### src/rtl/bus_arb_pkg.sv
// Shared definitions for the round-robin bus arbiter: state encoding and the
// encoded "no master" value driven on bus_grant.
package bus_arb_pkg;

  typedef enum logic [1:0] {
    IDLE   = 2'd0,
    GRANT  = 2'd1,
    ADDR   = 2'd2,
    ACTIVE = 2'd3
  } arb_state_e;

  // bus_grant value meaning "no master selected"; master i is encoded as i+1.
  localparam int unsigned BUS_GRANT_NONE = 0;

endpackage

### src/rtl/rr_picker.sv
// Round-robin winner search: starting at index ptr and wrapping, the first
// requesting master wins. Purely combinational.
module rr_picker #(
  parameter int NUM_MASTERS = 4,
  parameter int IDX_W       = $clog2(NUM_MASTERS)
) (
  input  logic [NUM_MASTERS-1:0] req,
  input  logic [IDX_W-1:0]       ptr,
  output logic [NUM_MASTERS-1:0] winner_oh,
  output logic [IDX_W-1:0]       winner_idx,
  output logic                   any_req
);

  int               idx;
  logic [IDX_W-1:0] sel;

  // Scan ptr, ptr+1, ... with wrap and keep the first requester found.
  always_comb begin
    winner_oh  = '0;
    winner_idx = '0;
    any_req    = 1'b0;
    idx        = 0;
    sel        = '0;
    for (int k = 0; k < NUM_MASTERS; k++) begin
      idx = int'(ptr) + k;
      if (idx >= NUM_MASTERS) begin
        idx = idx - NUM_MASTERS;
      end
      sel = IDX_W'(idx);
      if (!any_req && req[sel]) begin
        any_req        = 1'b1;
        winner_oh[sel] = 1'b1;
        winner_idx     = sel;
      end
    end
  end

endmodule

### src/rtl/bus_arbiter_rr.sv
// N-master round-robin bus arbiter with serial slave-address capture.
// A granted master sends a start bit followed by SLAVE_ADDR_W address bits
// (LSB first) on slave_select; the bus is held until its request drops.
// Optional watchdog: define ARB_TIMEOUT_EN to release a master that stalls
// in GRANT or ADDR for TIMEOUT_CYCLES cycles (pulsing timeout).
module bus_arbiter_rr
  import bus_arb_pkg::*;
#(
  parameter int NUM_MASTERS    = 4,
  parameter int SLAVE_ADDR_W   = 3,
  parameter int TIMEOUT_CYCLES = 16
) (
  input  logic                          clk,
  input  logic                          reset,
  input  logic [NUM_MASTERS-1:0]        m_request,
  input  logic                          slave_select,
  output logic [NUM_MASTERS-1:0]        m_grant,
  output logic [$clog2(NUM_MASTERS):0]  bus_grant,
  output logic [SLAVE_ADDR_W-1:0]       slave_grant,
  output logic                          slave_valid,
  output logic                          busy,
  output logic                          timeout
);

  localparam int IDX_W = $clog2(NUM_MASTERS);
  localparam int BG_W  = IDX_W + 1;
  localparam int CNT_W = (SLAVE_ADDR_W > 1) ? $clog2(SLAVE_ADDR_W) : 1;

  arb_state_e              state_q, state_d;
  logic [IDX_W-1:0]        ptr_q, ptr_d;
  logic [IDX_W-1:0]        gidx_q, gidx_d;
  logic [CNT_W-1:0]        cnt_q, cnt_d;
  logic [NUM_MASTERS-1:0]  m_grant_q, m_grant_d;
  logic [BG_W-1:0]         bus_grant_q, bus_grant_d;
  logic [SLAVE_ADDR_W-1:0] slave_grant_q, slave_grant_d;
  logic                    slave_valid_q, slave_valid_d;
  logic                    busy_q, busy_d;
  logic                    release_txn;

  logic [NUM_MASTERS-1:0]  win_oh;
  logic [IDX_W-1:0]        win_idx;
  logic                    any_req;
  logic                    gnt_req;

`ifdef ARB_TIMEOUT_EN
  localparam int WD_W = $clog2(TIMEOUT_CYCLES + 1);
  logic [WD_W-1:0] wd_q, wd_d;
  logic            timeout_q, timeout_d;
  logic            wd_expired;

  assign wd_expired = (wd_q == WD_W'(TIMEOUT_CYCLES - 1));
`endif

  rr_picker #(
    .NUM_MASTERS (NUM_MASTERS),
    .IDX_W       (IDX_W)
  ) u_picker (
    .req        (m_request),
    .ptr        (ptr_q),
    .winner_oh  (win_oh),
    .winner_idx (win_idx),
    .any_req    (any_req)
  );

  // Only the granted master's request matters once the bus is owned.
  assign gnt_req = m_request[gidx_q];

  // Next-state and next-output logic for the arbitration FSM.
  always_comb begin
    state_d       = state_q;
    ptr_d         = ptr_q;
    gidx_d        = gidx_q;
    cnt_d         = cnt_q;
    m_grant_d     = m_grant_q;
    bus_grant_d   = bus_grant_q;
    slave_grant_d = slave_grant_q;
    slave_valid_d = slave_valid_q;
    busy_d        = busy_q;
    release_txn   = 1'b0;
`ifdef ARB_TIMEOUT_EN
    timeout_d     = 1'b0;
`endif

    case (state_q)
      IDLE: begin
        if (any_req) begin
          state_d     = GRANT;
          gidx_d      = win_idx;
          m_grant_d   = win_oh;
          bus_grant_d = BG_W'(win_idx) + BG_W'(1);
          busy_d      = 1'b1;
          // Winner moves to lowest priority for the next arbitration.
          ptr_d       = (win_idx == IDX_W'(NUM_MASTERS - 1)) ? '0 : win_idx + IDX_W'(1);
        end
      end
      GRANT: begin
        if (!gnt_req) begin
          release_txn = 1'b1;
        end
`ifdef ARB_TIMEOUT_EN
        else if (wd_expired) begin
          release_txn = 1'b1;
          timeout_d   = 1'b1;
        end
`endif
        else if (slave_select) begin
          state_d = ADDR;
          cnt_d   = '0;
        end
      end
      ADDR: begin
        if (!gnt_req) begin
          release_txn = 1'b1;
        end
`ifdef ARB_TIMEOUT_EN
        else if (wd_expired) begin
          release_txn = 1'b1;
          timeout_d   = 1'b1;
        end
`endif
        else begin
          slave_grant_d[cnt_q] = slave_select;
          cnt_d                = cnt_q + CNT_W'(1);
          if (cnt_q == CNT_W'(SLAVE_ADDR_W - 1)) begin
            state_d       = ACTIVE;
            slave_valid_d = 1'b1;
          end
        end
      end
      ACTIVE: begin
        if (!gnt_req) begin
          release_txn = 1'b1;
        end
      end
      default: begin
        state_d = IDLE;
      end
    endcase

    // Any release (done, abandon or watchdog) returns every bus output to idle.
    if (release_txn) begin
      state_d       = IDLE;
      cnt_d         = '0;
      m_grant_d     = '0;
      bus_grant_d   = BG_W'(BUS_GRANT_NONE);
      slave_grant_d = '0;
      slave_valid_d = 1'b0;
      busy_d        = 1'b0;
    end
  end

`ifdef ARB_TIMEOUT_EN
  // Watchdog counts cycles spent in GRANT/ADDR and restarts on every state change.
  always_comb begin
    if ((state_d != state_q) || !((state_q == GRANT) || (state_q == ADDR))) begin
      wd_d = '0;
    end else begin
      wd_d = wd_q + WD_W'(1);
    end
  end
`endif

  // All arbiter state, cleared asynchronously by reset.
  always_ff @(posedge clk or posedge reset) begin
    if (reset) begin
      state_q       <= IDLE;
      ptr_q         <= '0;
      gidx_q        <= '0;
      cnt_q         <= '0;
      m_grant_q     <= '0;
      bus_grant_q   <= BG_W'(BUS_GRANT_NONE);
      slave_grant_q <= '0;
      slave_valid_q <= 1'b0;
      busy_q        <= 1'b0;
`ifdef ARB_TIMEOUT_EN
      wd_q          <= '0;
      timeout_q     <= 1'b0;
`endif
    end else begin
      state_q       <= state_d;
      ptr_q         <= ptr_d;
      gidx_q        <= gidx_d;
      cnt_q         <= cnt_d;
      m_grant_q     <= m_grant_d;
      bus_grant_q   <= bus_grant_d;
      slave_grant_q <= slave_grant_d;
      slave_valid_q <= slave_valid_d;
      busy_q        <= busy_d;
`ifdef ARB_TIMEOUT_EN
      wd_q          <= wd_d;
      timeout_q     <= timeout_d;
`endif
    end
  end

  assign m_grant     = m_grant_q;
  assign bus_grant   = bus_grant_q;
  assign slave_grant = slave_grant_q;
  assign slave_valid = slave_valid_q;
  assign busy        = busy_q;

`ifdef ARB_TIMEOUT_EN
  assign timeout = timeout_q;
`else
  // Watchdog compiled out: no legal limit can ever fire, so this is constant 0.
  assign timeout = (TIMEOUT_CYCLES < 0);
`endif

endmodule

### config.mk
export PLATFORM = sky130hd
export DESIGN_NAME = bus_arbiter_rr
export DESIGN_NICKNAME = d
export VERILOG_FILES = /design/src/rtl/bus_arb_pkg.sv /design/src/rtl/rr_picker.sv /design/src/rtl/bus_arbiter_rr.sv
export SDC_FILE = /design/constraint.sdc
export NUM_CORES = 1
export LEC_CHECK = 0
export CAP_MARGIN = 20
export CELL_PAD_IN_SITES_DETAIL_PLACEMENT = 0
export CELL_PAD_IN_SITES_GLOBAL_PLACEMENT = 2
export CORE_MARGIN = 1
export CORE_UTILIZATION = 34
export CTS_CLUSTER_SIZE = 12
export DETAILED_ROUTE_END_ITERATION = 16
export GPL_ROUTABILITY_DRIVEN = 0
export GPL_TIMING_DRIVEN = 0
export HOLD_SLACK_MARGIN = 0.03
export PLACE_DENSITY = 0.89
export REMOVE_ABC_BUFFERS = 1
export SYNTH_ARGS = -nofsm -noshare
export SYNTH_HDL_FRONTEND = slang
export SYNTH_SLANG_ARGS = --single-unit
### constraint.sdc
create_clock -name clk -period 3.5 [get_ports clk]
set_input_delay 0.875 -clock clk [delete_from_list [all_inputs] [get_ports clk]]
set_output_delay 0.875 -clock clk [all_outputs]
set_load 0.005 [all_outputs]
==> results of run 1 <==
-- how the worst max path moves through the flow --
stage	start	end	slack, ns	depth (start not counted)
6_report	ptr_q[0]	ptr_q[1]	0.48	9
5_1_grt	ptr_q[0]	ptr_q[1]	0.21	9
4_1_cts	ptr_q[0]	ptr_q[1]	0.14	9
3_5_place_dp	ptr_q[0]	ptr_q[1]	0.15	9
3_3_place_gp	ptr_q[0]	ptr_q[1]	0.13	9
2_1_floorplan	ptr_q[0]	ptr_q[1]	0.63	9
-- cells in the mapped netlist (3+ instances only) --
cell type,n
a21oi_1,10
a221oi_1,4
buf_2,6
buf_6,3
dfrtp_1,20
ha_1,16
inv_1,8
mux2_2,4
mux2i_1,10
mux4_2,3
nand2_1,26
nand2b_1,3
nand4_1,3
nor2_1,12
nor3_1,3
o21ai_0,15
o21ai_1,4
-- state kept, by name, summed over array words and instances (netlist names) --
register / cells
gidx_q: 2
bus_grant: 3
state_q: 2
ptr_q: 2
m_grant: 4
cnt_q: 2
slave_valid: 1
busy: 1
slave_grant: 3
-- power by group --
part / internal, mW / switching [mW]
clock: 0.153 / 0.0821
sequential: 0.325 / 0.110
combinational: 0.488 / 0.573
total: 0.966 / 0.765
-- worst min-delay path: stages, from the launching register on --
cell	delay [ns]
dfrtp_1	0.35
nand2_1	0.05
nand2_1	0.05
-- stage by stage --
step	worst slack, ns	instance area (µm²)	hold slack [ns]	util, %	cells
6_report	0.480	1920	0.483	40.6	260
5_1_grt	0.210	1920	0.508	40.6	260
4_1_cts	0.137	1920	0.487	40.6	260
3_5_place_dp	0.151	1850	0.467	39.1	256
3_3_place_gp	0.134	1850	0.460	39.1	256
2_1_floorplan	0.634	1580	0.468	-	171
-- cell type report --
class                      count  area, µm²  area share, %
multi-input combinational    142       1050           54.6
sequential                    20        502           26.1
timing repair buffer          18        180           9.39
tap                           67       83.8           4.37
clock buffer                   3       41.3           2.15
inverter                       9       35.0           1.83
clock inverter                 1       30.0           1.56
-- what timing repair did --
action	4_1_cts	5_1_grt
hold endpoints to repair	0	0
endpoints found under the setup margin	0	3
resized for setup	0	1
-- routing by layer --
metal,wire [µm],vias up,part of all wire (%),GRT usage (%)
met5,0,-,0,0
met4,23,0,0.69,3.27
met3,55,2,1.6,1.25
met2,1470,20,44,22.5
met1,1800,588,54,22.2
li1,-,671,-,-
-- cells by family after synthesis --
| family | Yosys count | synth area share [%] |
|---|---|---|
| and+or+nand+nor | 60 | 17.6 |
| AOI/OAI and AO/OA | 48 | 20.3 |
| muxes | 17 | 12.8 |
| other | 1 | 0.226 |
| DFF | 20 | 30.1 |
| buffers and inverters | 21 | 6.85 |
| adders and majority gates | 16 | 12.0 |
==> results.toml, run 1 <==
[layout]
drive_above_1_share_pct = 10.9
mostFrequentLayoutCell = "nand2_1"
fin_nets = 217
area_delta_synth_final_pct = 15.5
nFillCells = 469
n_antenna_cell = 0
final_cell_mix = "26 x nand2_1, 19 x dfrtp_1, 18 x clkdlybuf4s50_1"

[yosys]
yosysTopAreaCell = "dfrtp_1"
synth_top_area_share_pct = 30.1
ys_warn_count = 0
synthCells = 183
synth.yosys.seq_area_share_pct = 30.1
syn-cell-area_um2 = 1660
yosysUniqueCellTypes = 46
ys.flop_type = "dfrtp_1"
synth_seq_cells = 20
async_reset_ff_share_pct = 100
synth_edf_count = 0
avgSynthCellArea_um2 = 9.08
synth.area.top_cells = "dfrtp_1 30%, ha_1 12%, mux2i_1 6.0%"

[timing]
min_period_over_period_pct = 86.3
min_period_ns = 3.02
finalSetupViolCount = 0
max_slew_margin_pct = 47.3
tns_ns = 0
final-max-slew-violation-count = 0
final_hold_viol_count = 0
tightest_slew_ns = 0.789
max_freq_ghz = 0.331
rsz0062_at_grt = "no"
fin_skew_ns = 0.00132

[pwr]
cellLeakagePower_nw = 0.820
power_mw = 1.73
p_per_area_nw_per_um2 = 902
irDropWorstVdd_mv = 0.262

[die]
die-area_um2 = 5170
top_level_ports = 20
dieWidth_um = 71.9
rows = 25
initial_core_util_pct = 35.2
coreArea_um2 = 4720
fp.dieH_um = 71.9

[worst_setup_path]
cp_max_fo = 21
reg2regPathDepth = 9
slowest_delay_ns = 0.66
r2r_start = "ptr_q[0]"
cpLargestDelayFamily = "adder cells"
cp_cell_sequence = "inv_1 > ha_1 > mux4_2 > o21ai_2 > nand2_1 > o31ai_1 > ha_1 > nand2_1 > o21ai_0"
end_kind = "flip-flop"
cpMaxStageDelayCell = "mux4_2"
critPathArrivalTime_ns = 3.15
critPathLaunchType = "flip-flop"
crit_type = "flip-flop to flip-flop"
reg2reg_slack_ns = 0.48
cp_data_required_time_ns = 3.63
path_buf_inv = 1
r2r_end = "ptr_q[1]"

[routing]
dr.pass1.iters = 4
viasPerCell = 4.93
wl_um = 3350
num_vias = 1281
route.detailed.drc = 0
wl_per_cell_um = 12.9
drtIter0Drc = 46
ant_nets = 0

[clock_network]
htreeDepth = 1
clockBufferDepth = 2
cts_tree = "built"
cts.sinks = 20
cts_setup_buffers = 0
clk_latency_ns = 0.26
clk_pin_slew_worst_paths_ns = 0.08
numCtsBuffers = 3
clockRootBuffer = "clkbuf_8"
cts_hold_buffers = 0

[global_route]
grt.total_usage_pct = 14.6
grt_antenna_before_repair = 0
grt_pass1_wl_um = 6090
grt_pass1_vias = 1231
grt.overflow.total = 0
grt_max_degree = 22

[worst_hold_path]
worstHoldStart = "slave_grant[2]"
hold_path_depth = 2
holdPathEnd = "slave_grant[2]"
min_path_type = "flip-flop to flip-flop"

[status]
status = "complete, no violations"

[placed_design]
dp_hpwl_um = 2410
port_buffers = 18

[job]
drv_cap = 0
(Power assumes the default switching activity.)
==> inputs of run 2 (changes only) <==
Settings changed: CORE_UTILIZATION 34 to 31, PLACE_DENSITY 0.89 to 0.86, RECOVER_POWER set to 100.
Clock period 3.5 ns to 2.71 ns, I/O delays scaled along.
==> results.toml, run 2 (same netlist as run 1, synthesis figures left out) <==
[placed_design]
dp_hpwl_um = 2470
port_buffers = 18
pre_cts_ws_ns = -0.603
dp_cells = 259

[worst_setup_path]
cp_max_fo = 12
r2r_end = "bus_grant[1]"
reg2regPathDepth = 9
critPathLaunchType = "flip-flop"
critPathArrivalTime_ns = 2.69
cp_data_required_time_ns = 2.82
r2r_start = "ptr_q[0]"
crit_type = "flip-flop to flip-flop"
reg2reg_slack_ns = 0.14
end_kind = "flip-flop"

[layout]
final_cell_mix = "26 x nand2_1, 18 x dfrtp_1, 17 x o21ai_0"
n_antenna_cell = 0
largest_reg_flops = 4
fin_nets = 224
mostFrequentLayoutCell = "nand2_1"
fin_cells = 269
area_delta_synth_final_pct = 18.1
final_util_pct = 38.2
drive_above_1_share_pct = 14.6

[pwr]
irDropWorstVdd_mv = 0.307
power_mw = 2.21
cellLeakagePower_nw = 0.887
p_per_area_nw_per_um2 = 1130

[timing]
final_hold_viol_count = 0
rsz0062_at_grt = "no"
max_freq_ghz = 0.389
max_slew_margin_pct = 47.3
min_period_ns = 2.57
min_period_over_period_pct = 95.0
fin_skew_ns = 0.00370
tns_ns = 0
final-max-slew-violation-count = 0
finalSetupViolCount = 0
tightest_slew_ns = 0.790
worst_slack_ns = 0.136

[clock_network]
clockBufferDepth = 2
cts.sinks = 20
htreeDepth = 1
clk_pin_slew_worst_paths_ns = 0.07
cts_tree = "built"
numCtsBuffers = 3
clockRootBuffer = "clkbuf_8"
clk_latency_ns = 0.26

[job]
drv_cap = 0

[routing]
dr.pass1.iters = 4
wl_um = 3520
route.detailed.drc = 0
viasPerCell = 4.90
drtIter0Drc = 80
ant_nets = 0
num_vias = 1319
wl_per_cell_um = 13.1

[die]
fp.dieH_um = 75.2
coreArea_um2 = 5140
dieWidth_um = 75.2
top_level_ports = 20
die-area_um2 = 5660
initial_core_util_pct = 32.3
rows = 26

[worst_hold_path]
worstHoldStart = "slave_grant[2]"
holdPathEnd = "slave_grant[2]"
hold_path_depth = 2
min_path_type = "flip-flop to flip-flop"

[global_route]
grt_antenna_before_repair = 0
grt.overflow.total = 0
grt_max_degree = 21
grt.total_usage_pct = 13.5
grt_pass1_vias = 1170
grt_pass1_wl_um = 5910

[status]
status = "complete, no violations"
run 2: cell types whose count changed in the layout (fill, tap and decap cells not counted), sizes merged, moves of 3 or more:
cell / delta
buf: +7
clkdlybuf4s50: -18
dlygate4sd3: +14
dlymetal6s2s: +3
run 2: layout make-up:
cell class	count	area, µm²
Clock buffer	3	41.3
Fill cell	537	3180
Inverter	9	38.8
Multi-Input combinational cell	142	1060
Sequential cell	20	505
Tap cell	70	87.6
Timing Repair Buffer	25	231
run 2: per-layer routing:
metal	up-vias	part of all wire [%]	wire length [µm]	global-route usage, %
li1	685	-	-	-
met1	613	52	1830	20.3
met2	17	46	1610	21.0
met3	4	1.5	53	1.20
met4	0	0.77	27	3.09
met5	-	0	0	0
run 2: how the worst max path moves through the flow:
stage	start	endpoint	slack [ns]	cells past startpoint
after floorplan	ptr_q[0]	ptr_q[1]	-0.16	9
after global routing	ptr_q[0]	bus_grant[1]	0.009	9
final	ptr_q[0]	bus_grant[1]	0.14	9
after detailed placement	ptr_q[0]	ptr_q[1]	-0.60	9
after CTS	m_request[2]	bus_grant[1]	0.05	8
after global placement	ptr_q[0]	ptr_q[1]	-0.64	9
run 2: stage by stage:
step           hold WS, ns  area (µm²)
2_1_floorplan        0.468        1580
3_3_place_gp         0.463        1850
3_5_place_dp         0.469        1850
4_1_cts              0.486        1910
5_1_grt              0.501        1960
6_report             0.472        1960
run 2: where the power goes:
group,internal [mW],switching (mW),total (mW)
Combinational,0.685,0.799,1.48
Sequential,0.427,0.102,0.528
Clock,0.0990,0.0972,0.196
Total,1.21,0.997,2.21
run 2: critical path: stages (launching register included):
cell and delay [ns]:
dfrtp_4 0.53, clkinvlp_4 0.17, ha_4 0.35, mux4_2 0.60
o21ai_2 0.19, nand2_1 0.07, o31ai_1 0.08, ha_1 0.27
nand2_1 0.09, a21oi_1 0.09
run 2: timing repair:
action | 4_1_cts | 5_1_grt
setup buffers | 1 | 6
endpoints found under the hold margin | 0 | 0
resized for setup | 5 | 5
setup endpoints to repair | 10 | 3
hold buffers | 0 | 0
==> inputs of run 3 (changes only) <==
Settings changed: SLEW_MARGIN set to 0.
==> results of run 3 <==
Final layout, timing and power as in run 2 (identical DEF).
